==> src/rtl/fb_scanout.sv <==
`default_nettype none
// +----------------------------------------------------------------------------+
// | Module      : fb_scanout                                                   |
// | Description : Frame-buffer scanout with SRAM prefetch, palette lookup,     |
// |               pixel/line replication and blitter handshake.                |
// | Revision    : 1.0 - initial release                                        |
// +----------------------------------------------------------------------------+
module fb_scanout #(
    parameter int          BPP       = 4,
    parameter int          H_PIX     = 320,
    parameter int          V_LINES   = 240,
    parameter int          SCALE_X   = 2,
    parameter int          SCALE_Y   = 2,
    parameter logic [19:0] BUF0_BASE = 20'h00000,
    parameter logic [19:0] BUF1_BASE = 20'h10000
) (
    input  logic           clk,
    input  logic           reset,
    input  logic           frame_start,
    input  logic           line_start,
    input  logic           pix_req,
    input  logic           buf_sel,
    input  logic           enable,
    input  logic           ackBack,
    output logic           acknowledge,
    output logic           inControl,
    output logic           blitterStart,
    input  logic           pal_we,
    input  logic [BPP-1:0] pal_addr,
    input  logic [23:0]    pal_data,
    input  logic [15:0]    SRAM_DQ,
    output logic [19:0]    SRAM_ADDR,
    output logic           SRAM_CE_N,
    output logic           SRAM_OE_N,
    output logic           SRAM_WE_N,
    output logic           SRAM_UB_N,
    output logic           SRAM_LB_N,
    output logic [7:0]     red,
    output logic [7:0]     green,
    output logic [7:0]     blue,
    output logic           underflow
);

    localparam int         WPL       = H_PIX * BPP / 16;
    localparam int         PIX_LINE  = H_PIX * SCALE_X;
    localparam int         PCW       = (PIX_LINE > 1) ? $clog2(PIX_LINE) : 1;
    localparam int         FCW       = $clog2(WPL + 1);
    localparam int         LCW       = (V_LINES > 1) ? $clog2(V_LINES) : 1;
    localparam int         XW        = (SCALE_X > 1) ? $clog2(SCALE_X) : 1;
    localparam int         YW        = (SCALE_Y > 1) ? $clog2(SCALE_Y) : 1;
    localparam logic [3:0] FIRST_OFS = 4'(16 - BPP);

    typedef enum logic [2:0] {
        S_IDLE  = 3'd0,
        S_ACK   = 3'd1,
        S_ARM   = 3'd2,
        S_SCAN  = 3'd3,
        S_HWAIT = 3'd4,
        S_TERM  = 3'd5
    } state_t;

    state_t           r_state, w_next;
    logic [19:0]      r_line_addr;
    logic [FCW-1:0]   r_fetch_cnt;
    logic             r_inflight;
    logic [15:0]      r_fifo [0:1];
    logic             r_wr_ptr, r_rd_ptr;
    logic [1:0]       r_count;
    logic [3:0]       r_bit_ofs;
    logic [XW-1:0]    r_rep_x;
    logic [PCW-1:0]   r_pix_cnt;
    logic [YW-1:0]    r_rep_y;
    logic [LCW-1:0]   r_line_cnt;
    logic             r_frame_done;
    logic [23:0]      r_pal [0:(2**BPP)-1];
    logic [23:0]      r_rgb;
    logic             r_underflow;

    logic             w_active, w_resync, w_accept, w_svc, w_empty;
    logic             w_line_end, w_last_line, w_issue, w_pop, w_x_last;
    logic [15:0]      w_head;
    logic [BPP-1:0]   w_idx;

    assign w_active    = (r_state == S_SCAN) || (r_state == S_HWAIT);
    assign w_resync    = frame_start && w_active;
    assign w_accept    = w_resync || (frame_start && (r_state == S_ARM));
    assign w_svc       = pix_req && (r_state == S_SCAN);
    assign w_empty     = (r_count == 2'd0);
    assign w_line_end  = (r_state == S_SCAN) && !w_resync &&
                         (line_start || (w_svc && (r_pix_cnt == PCW'(PIX_LINE - 1))));
    assign w_last_line = (r_line_cnt == LCW'(V_LINES - 1)) && (r_rep_y == YW'(SCALE_Y - 1));
    // In-flight reads reserve a FIFO slot so a capture can never overflow it.
    assign w_issue     = w_active && !r_frame_done && !w_resync && !w_line_end &&
                         ((3'(r_count) + 3'(r_inflight)) < 3'd2) &&
                         (r_fetch_cnt < FCW'(WPL));
    assign w_x_last    = (r_rep_x == XW'(SCALE_X - 1));
    assign w_pop       = w_svc && !w_empty && w_x_last && (r_bit_ofs == 4'd0);
    assign w_head      = r_fifo[r_rd_ptr];
    assign w_idx       = BPP'(w_head >> r_bit_ofs);

    assign SRAM_ADDR   = inControl ? (r_line_addr + 20'(r_fetch_cnt)) : 20'h00000;
    assign SRAM_CE_N   = 1'b0;
    assign SRAM_OE_N   = 1'b0;
    assign SRAM_WE_N   = 1'b1;
    assign SRAM_UB_N   = 1'b0;
    assign SRAM_LB_N   = 1'b0;
    assign red         = r_rgb[23:16];
    assign green       = r_rgb[15:8];
    assign blue        = r_rgb[7:0];
    assign underflow   = r_underflow;

    always_ff @(posedge clk) begin
        if (reset) r_state <= S_IDLE;
        else       r_state <= w_next;
    end

    always_comb begin
        w_next       = r_state;
        acknowledge  = 1'b0;
        inControl    = 1'b0;
        blitterStart = 1'b0;
        case (r_state)
            S_IDLE:  if (enable) w_next = S_ACK;
            S_ACK: begin
                acknowledge = 1'b1;
                inControl   = 1'b1;
                w_next      = S_ARM;
            end
            S_ARM: begin
                inControl = 1'b1;
                if (frame_start) w_next = S_SCAN;
            end
            S_SCAN: begin
                inControl = 1'b1;
                if (w_line_end) w_next = S_HWAIT;
            end
            S_HWAIT: begin
                inControl = 1'b1;
                if (!w_resync) begin
                    if (r_frame_done)    w_next = S_TERM;
                    else if (line_start) w_next = S_SCAN;
                end
            end
            S_TERM: begin
                blitterStart = 1'b1;
                if (ackBack) w_next = S_IDLE;
            end
            default: w_next = S_IDLE;
        endcase
    end

    always_ff @(posedge clk) begin
        if (reset) begin
            r_line_addr  <= 20'h00000;
            r_fetch_cnt  <= '0;
            r_inflight   <= 1'b0;
            r_fifo[0]    <= 16'h0000;
            r_fifo[1]    <= 16'h0000;
            r_wr_ptr     <= 1'b0;
            r_rd_ptr     <= 1'b0;
            r_count      <= 2'd0;
            r_bit_ofs    <= FIRST_OFS;
            r_rep_x      <= '0;
            r_pix_cnt    <= '0;
            r_rep_y      <= '0;
            r_line_cnt   <= '0;
            r_frame_done <= 1'b0;
            r_rgb        <= 24'h000000;
            r_underflow  <= 1'b0;
            for (int i = 0; i < 2**BPP; i++) r_pal[i] <= 24'h000000;
        end else begin
            // Palette read uses the pre-write value on a same-entry collision.
            r_rgb <= (w_svc && !w_empty) ? r_pal[w_idx] : 24'h000000;
            if (w_svc && w_empty) r_underflow <= 1'b1;
            if (pal_we) r_pal[pal_addr] <= pal_data;
            if (r_inflight) r_fifo[r_wr_ptr] <= SRAM_DQ;
            r_inflight <= w_issue;
            if (w_issue) r_fetch_cnt <= r_fetch_cnt + 1'b1;

            if (w_accept || w_line_end) begin
                r_fetch_cnt <= '0;
                r_inflight  <= 1'b0;
                r_wr_ptr    <= 1'b0;
                r_rd_ptr    <= 1'b0;
                r_count     <= 2'd0;
                r_bit_ofs   <= FIRST_OFS;
                r_rep_x     <= '0;
                r_pix_cnt   <= '0;
            end

            if (w_accept) begin
                r_line_addr  <= buf_sel ? BUF1_BASE : BUF0_BASE;
                r_rep_y      <= '0;
                r_line_cnt   <= '0;
                r_frame_done <= 1'b0;
            end else if (w_line_end) begin
                if (r_rep_y == YW'(SCALE_Y - 1)) begin
                    r_rep_y     <= '0;
                    r_line_addr <= r_line_addr + 20'(WPL);
                    r_line_cnt  <= r_line_cnt + 1'b1;
                end else begin
                    r_rep_y <= r_rep_y + 1'b1;
                end
                if (w_last_line) r_frame_done <= 1'b1;
            end else begin
                if (r_inflight) r_wr_ptr <= ~r_wr_ptr;
                if (w_pop)      r_rd_ptr <= ~r_rd_ptr;
                case ({r_inflight, w_pop})
                    2'b10:   r_count <= r_count + 2'd1;
                    2'b01:   r_count <= r_count - 2'd1;
                    default: r_count <= r_count;
                endcase
                // Counters advance even on underflow to keep the line length fixed.
                if (w_svc) begin
                    r_pix_cnt <= r_pix_cnt + 1'b1;
                    if (w_x_last) begin
                        r_rep_x   <= '0;
                        r_bit_ofs <= (r_bit_ofs == 4'd0) ? FIRST_OFS : (r_bit_ofs - 4'(BPP));
                    end else begin
                        r_rep_x <= r_rep_x + 1'b1;
                    end
                end
            end
        end
    end

endmodule
`default_nettype wire

==> config.mk <==
export PLATFORM = sky130hd
export DESIGN_NAME = fb_scanout
export DESIGN_NICKNAME = d
export VERILOG_FILES = /design/src/rtl/fb_scanout.sv
export SDC_FILE = /design/constraint.sdc
export NUM_CORES = 1
export LEC_CHECK = 0
export ABC_AREA = 1
export CAP_MARGIN = 0
export CORE_MARGIN = 2
export CORE_UTILIZATION = 55
export DETAILED_ROUTE_END_ITERATION = 6
export PLACE_DENSITY = 0.73
export SYNTH_ARGS = -nofsm -noshare
export SYNTH_HDL_FRONTEND = slang
export SYNTH_SLANG_ARGS = --single-unit
export TNS_END_PERCENT = 10
==> constraint.sdc <==
create_clock -name clk -period 3.1 [get_ports clk]
set_clock_uncertainty 0.1 [all_clocks]
set_input_delay 0.31 -clock clk [delete_from_list [all_inputs] [get_ports clk]]
set_output_delay 0.31 -clock clk [all_outputs]
set_load 0.05 [all_outputs]
==> results.yml <==
outcome:
  status: "finished clean"
routing:
  drt_iter0_markers: 1924
  wl_per_cell_um: 19.0
  post-route-drc-count: 0
  viasPerCell: 5.70
  num_vias: 19300
  finalWirelength_mm: 64.6
  drt_pass1_iterations: 6
  drtAntennaViolNets: 0
sta:
  rsz0062_at_grt: "true"
  fin_crit_ps: 2960
  timing.final.ws_setup_ps: 139
  worst_pin_slew_ps: 704
  finalSetupViolations: 0
  fin_hold_ws_ps: 284
  slew_violations: 0
  relSlewSlack_pct: 53.0
  min_period_over_period_pct: 95.5
  fmax_ghz: 0.338
  hold_viol: 0
global_route:
  gr-total-overflow: 0
  met1_usage_pct: 35.0
  grt_start_max_net_pins: 102
  grtUsageMet2_pct: 47.4
  antenna_found_initial: 1
  grt_pass1_wl_mm: 101
  grt_usage_pct: 27.9
  grt.met3_usage_pct: 4.08
  first_global_vias: 19200
  grt.busiest_layer: "met2"
clock_network:
  cts_buffer_depth: 3
  clkSinkCount: 497
  htreeDepth: 2
  clock_latency_ps: 590
  cts-buffers-inserted: 53
  cts_tree: "yes"
  clk_pin_slew_ps: 60
  cts-root-buf: "clkbuf_16"
worst_setup_path:
  crit_type: "register to primary output"
  path_cells: "ha_4, nand2_1, inv_1, nor2_1, inv_1, a21oi_2, nor2_2, inv_1, nand2_2, nand2_4, nor2_2, nand2_1, o21ai_1, a21oi_2, buf_12"
  cp_common_cell: "inv_1"
  crit_buf_inv: 4
  cp.required_ps: 2690
  crit_path_max_fanout: 4
  worst_path_largest_cell_delay_ps: 350
  crit_path_start_kind: "register"
  end_kind: "primary output"
  critPathTopFamily: "simple AND/OR/NAND/NOR gates"
  cp.arrival_ps: 2550
  critPathSlowestCell: "dfxtp_2"
layout:
  nNetsFinal: 2822
  area_growth_syn_to_layout_pct: 14.6
  diodes: 0
  final_util_pct: 63.7
  fillers: 3599
  drive_gt1_share_pct: 8.38
logic_synthesis:
  avgSynthCellArea_um2: 9.08
  syn_area_um2: 24500
  ys_seq_elements: 497
  synth_cells: 2701
  synth_edf_count: 416
  yosys_most_used_dff: "edfxtp_1"
  synth.largest_area_cell: "edfxtp_1"
  yosysWarnings: 0
  ys_seq_area_share_pct: 57.6
  ys_types: 45
  async_flop_share_pct: 0
  ys_top_cells_by_area: "edfxtp_1, nand3_1, nor2_1"
  netlist.area_leader.share_pct: 50.9
floorplan:
  fp.dieW_um: 215
  core-area_um2: 44100
  dieArea_um2: 46300
  io_pins: 106
  initial_core_util_pct: 55.6
  fp.dieH_um: 215
  std_cell_rows: 77
placement:
  hpwl_mm: 39.8
  place.gp.congestion: 0.894
  numPortBuffers: 100
  pre_cts_slack_ps: 392
power:
  leakage_nw: 11.7
  ir_worst_vdd_mv: 0.565
  power.total_mw: 16.2
  p_per_area_nw_per_um2: 578
hold_path:
  hold_path_class: "input port to register"
job:
  maxCapViolCount: 0
==> path summary, 6_finish.rpt <==
path,to,slack (ps),from,depth (start not counted)
worst min-delay path,r_fifo[0][0],280,SRAM_DQ[0],3
worst max-delay path,SRAM_ADDR[16],140,r_line_addr[5],15
worst min register to register,r_pix_cnt[3],360,r_pix_cnt[3],2
worst max register to register,r_rgb[23],380,r_rd_ptr,13
==> tightest hold or removal path, cell delays in order <==
cell and delay (ps):
clkdlybuf4s50_1 390, inv_1 70, nor2_1 40
==> state kept, by name, indices dropped and copies added (netlist names) <==
register,flops
r_bit_ofs,4
r_count,2
r_fetch_cnt,7
r_fifo,32
r_frame_done,1
r_inflight,1
r_line_addr,16
r_line_cnt,8
r_pal,384
r_pix_cnt,10
r_rd_ptr,1
r_rep_x,1
r_rep_y,1
r_rgb,24
r_state,3
r_wr_ptr,1
underflow,1
==> cells in the mapped netlist, types with 2 or more instances <==
master	n
a21oi_1	79
inv_4	2
ha_1	10
buf_2	57
nor3b_1	4
o211ai_1	3
buf_6	29
edfxtp_1	416
nand2_1	375
nor2_1	480
buf_4	13
conb_1	2
nand2_2	8
nor4_2	2
dfxtp_1	81
o21a_1	2
nor2_4	4
buf_1	9
xor2_1	16
a21oi_2	3
nand3b_1	168
nand3_1	436
nand2_4	2
nand4_1	9
nor4_1	5
o21ai_0	33
xnor2_1	2
inv_1	327
nor3_1	28
inv_2	6
clkbuf_1	73
a211oi_1	2
nor2_8	2
o21ai_2	2
==> cell type report <==
cell class                 instances  area, um^2  share of cell area (%)
tap                              592         741                    2.64
inverter                         337        1270                    4.54
multi-input combinational       1690        8240                    29.3
clock buffer                      72        1520                    5.42
sequential                       497       14100                    50.3
timing repair buffer             180        1920                    6.85
clock inverter                    28         277                   0.984
==> routing by layer <==
layer	part of all wire [%]	vias to the layer above
met5	0.019	-
met4	4.4	2
met3	8.5	202
met2	49	967
met1	38	9154
li1	-	9017
==> report_power, final <==
group	internal, mW	leakage, nW	total, mW	switching, mW
combinational	0.649	6.14	2.04	1.39
clock	3.85	0.888	6.51	2.66
sequential	7.58	4.65	7.70	0.120
==> timing repair <==
action	CTS	global route
setup endpoints to repair	5	16
cloned	0	0
buffers inserted	2	0
resized for setup	12	16
pin swaps	2	0
hold buffers	0	0
==> logic make-up after synthesis <==
group                      synth area share (%)
AOI/OAI and AO/OA                          2.86
xor gates and xnor gates                  0.643
adders and majority gates                 0.510
buffers and inverters                      9.35
DFF                                        57.6
other                                    0.0306
and+or+nand+nor                            29.1
==> cell usage in the layout, fill, tap and decap left out, types with 3 or more instances in the layout <==
master | Yosys | routed
edfxtp_1 | 416 | 416
nor2_2 | 1 | 6
nand2_4 | 2 | 3
nand2_1 | 375 | 373
a21oi_1 | 79 | 75
dfxtp_1 | 81 | 77
inv_2 | 6 | 6
dlymetal6s2s_1 | 0 | 6
nor2_1 | 480 | 475
a21oi_2 | 3 | 7
ha_1 | 10 | 9
clkdlybuf4s50_1 | 0 | 80
nand2_2 | 8 | 6
nand4_1 | 9 | 9
nor3_1 | 28 | 26
inv_1 | 327 | 327
nor4_1 | 5 | 5
clkbuf_1 | 73 | 10
conb_1 | 2 | 6
nand2_8 | 0 | 3
buf_4 | 13 | 65
o211ai_1 | 3 | 3
dfxtp_2 | 0 | 4
nand3_1 | 436 | 436
bufinv_16 | 0 | 5
nor2_4 | 4 | 4
buf_12 | 0 | 27
nor3b_1 | 4 | 4
o21ai_0 | 33 | 32
xor2_1 | 16 | 16
clkinv_2 | 0 | 15
clkinv_1 | 1 | 4
clkinvlp_4 | 0 | 3
nand3b_1 | 168 | 168
clkbuf_16 | 0 | 56
clkbuf_8 | 0 | 6
==> metrics by stage <==
step | cells | area (um^2) | setup TNS [ps]
final | 3396 | 28100 | 0
after global routing | 3396 | 28100 | -154
after CTS | 3396 | 28000 | 0
after detailed placement | 3294 | 26200 | 0
after global placement | 3294 | 26200 | 0
after floorplan | 2705 | 24500 | 0
Note: power is estimated with default switching activity, not from simulation.
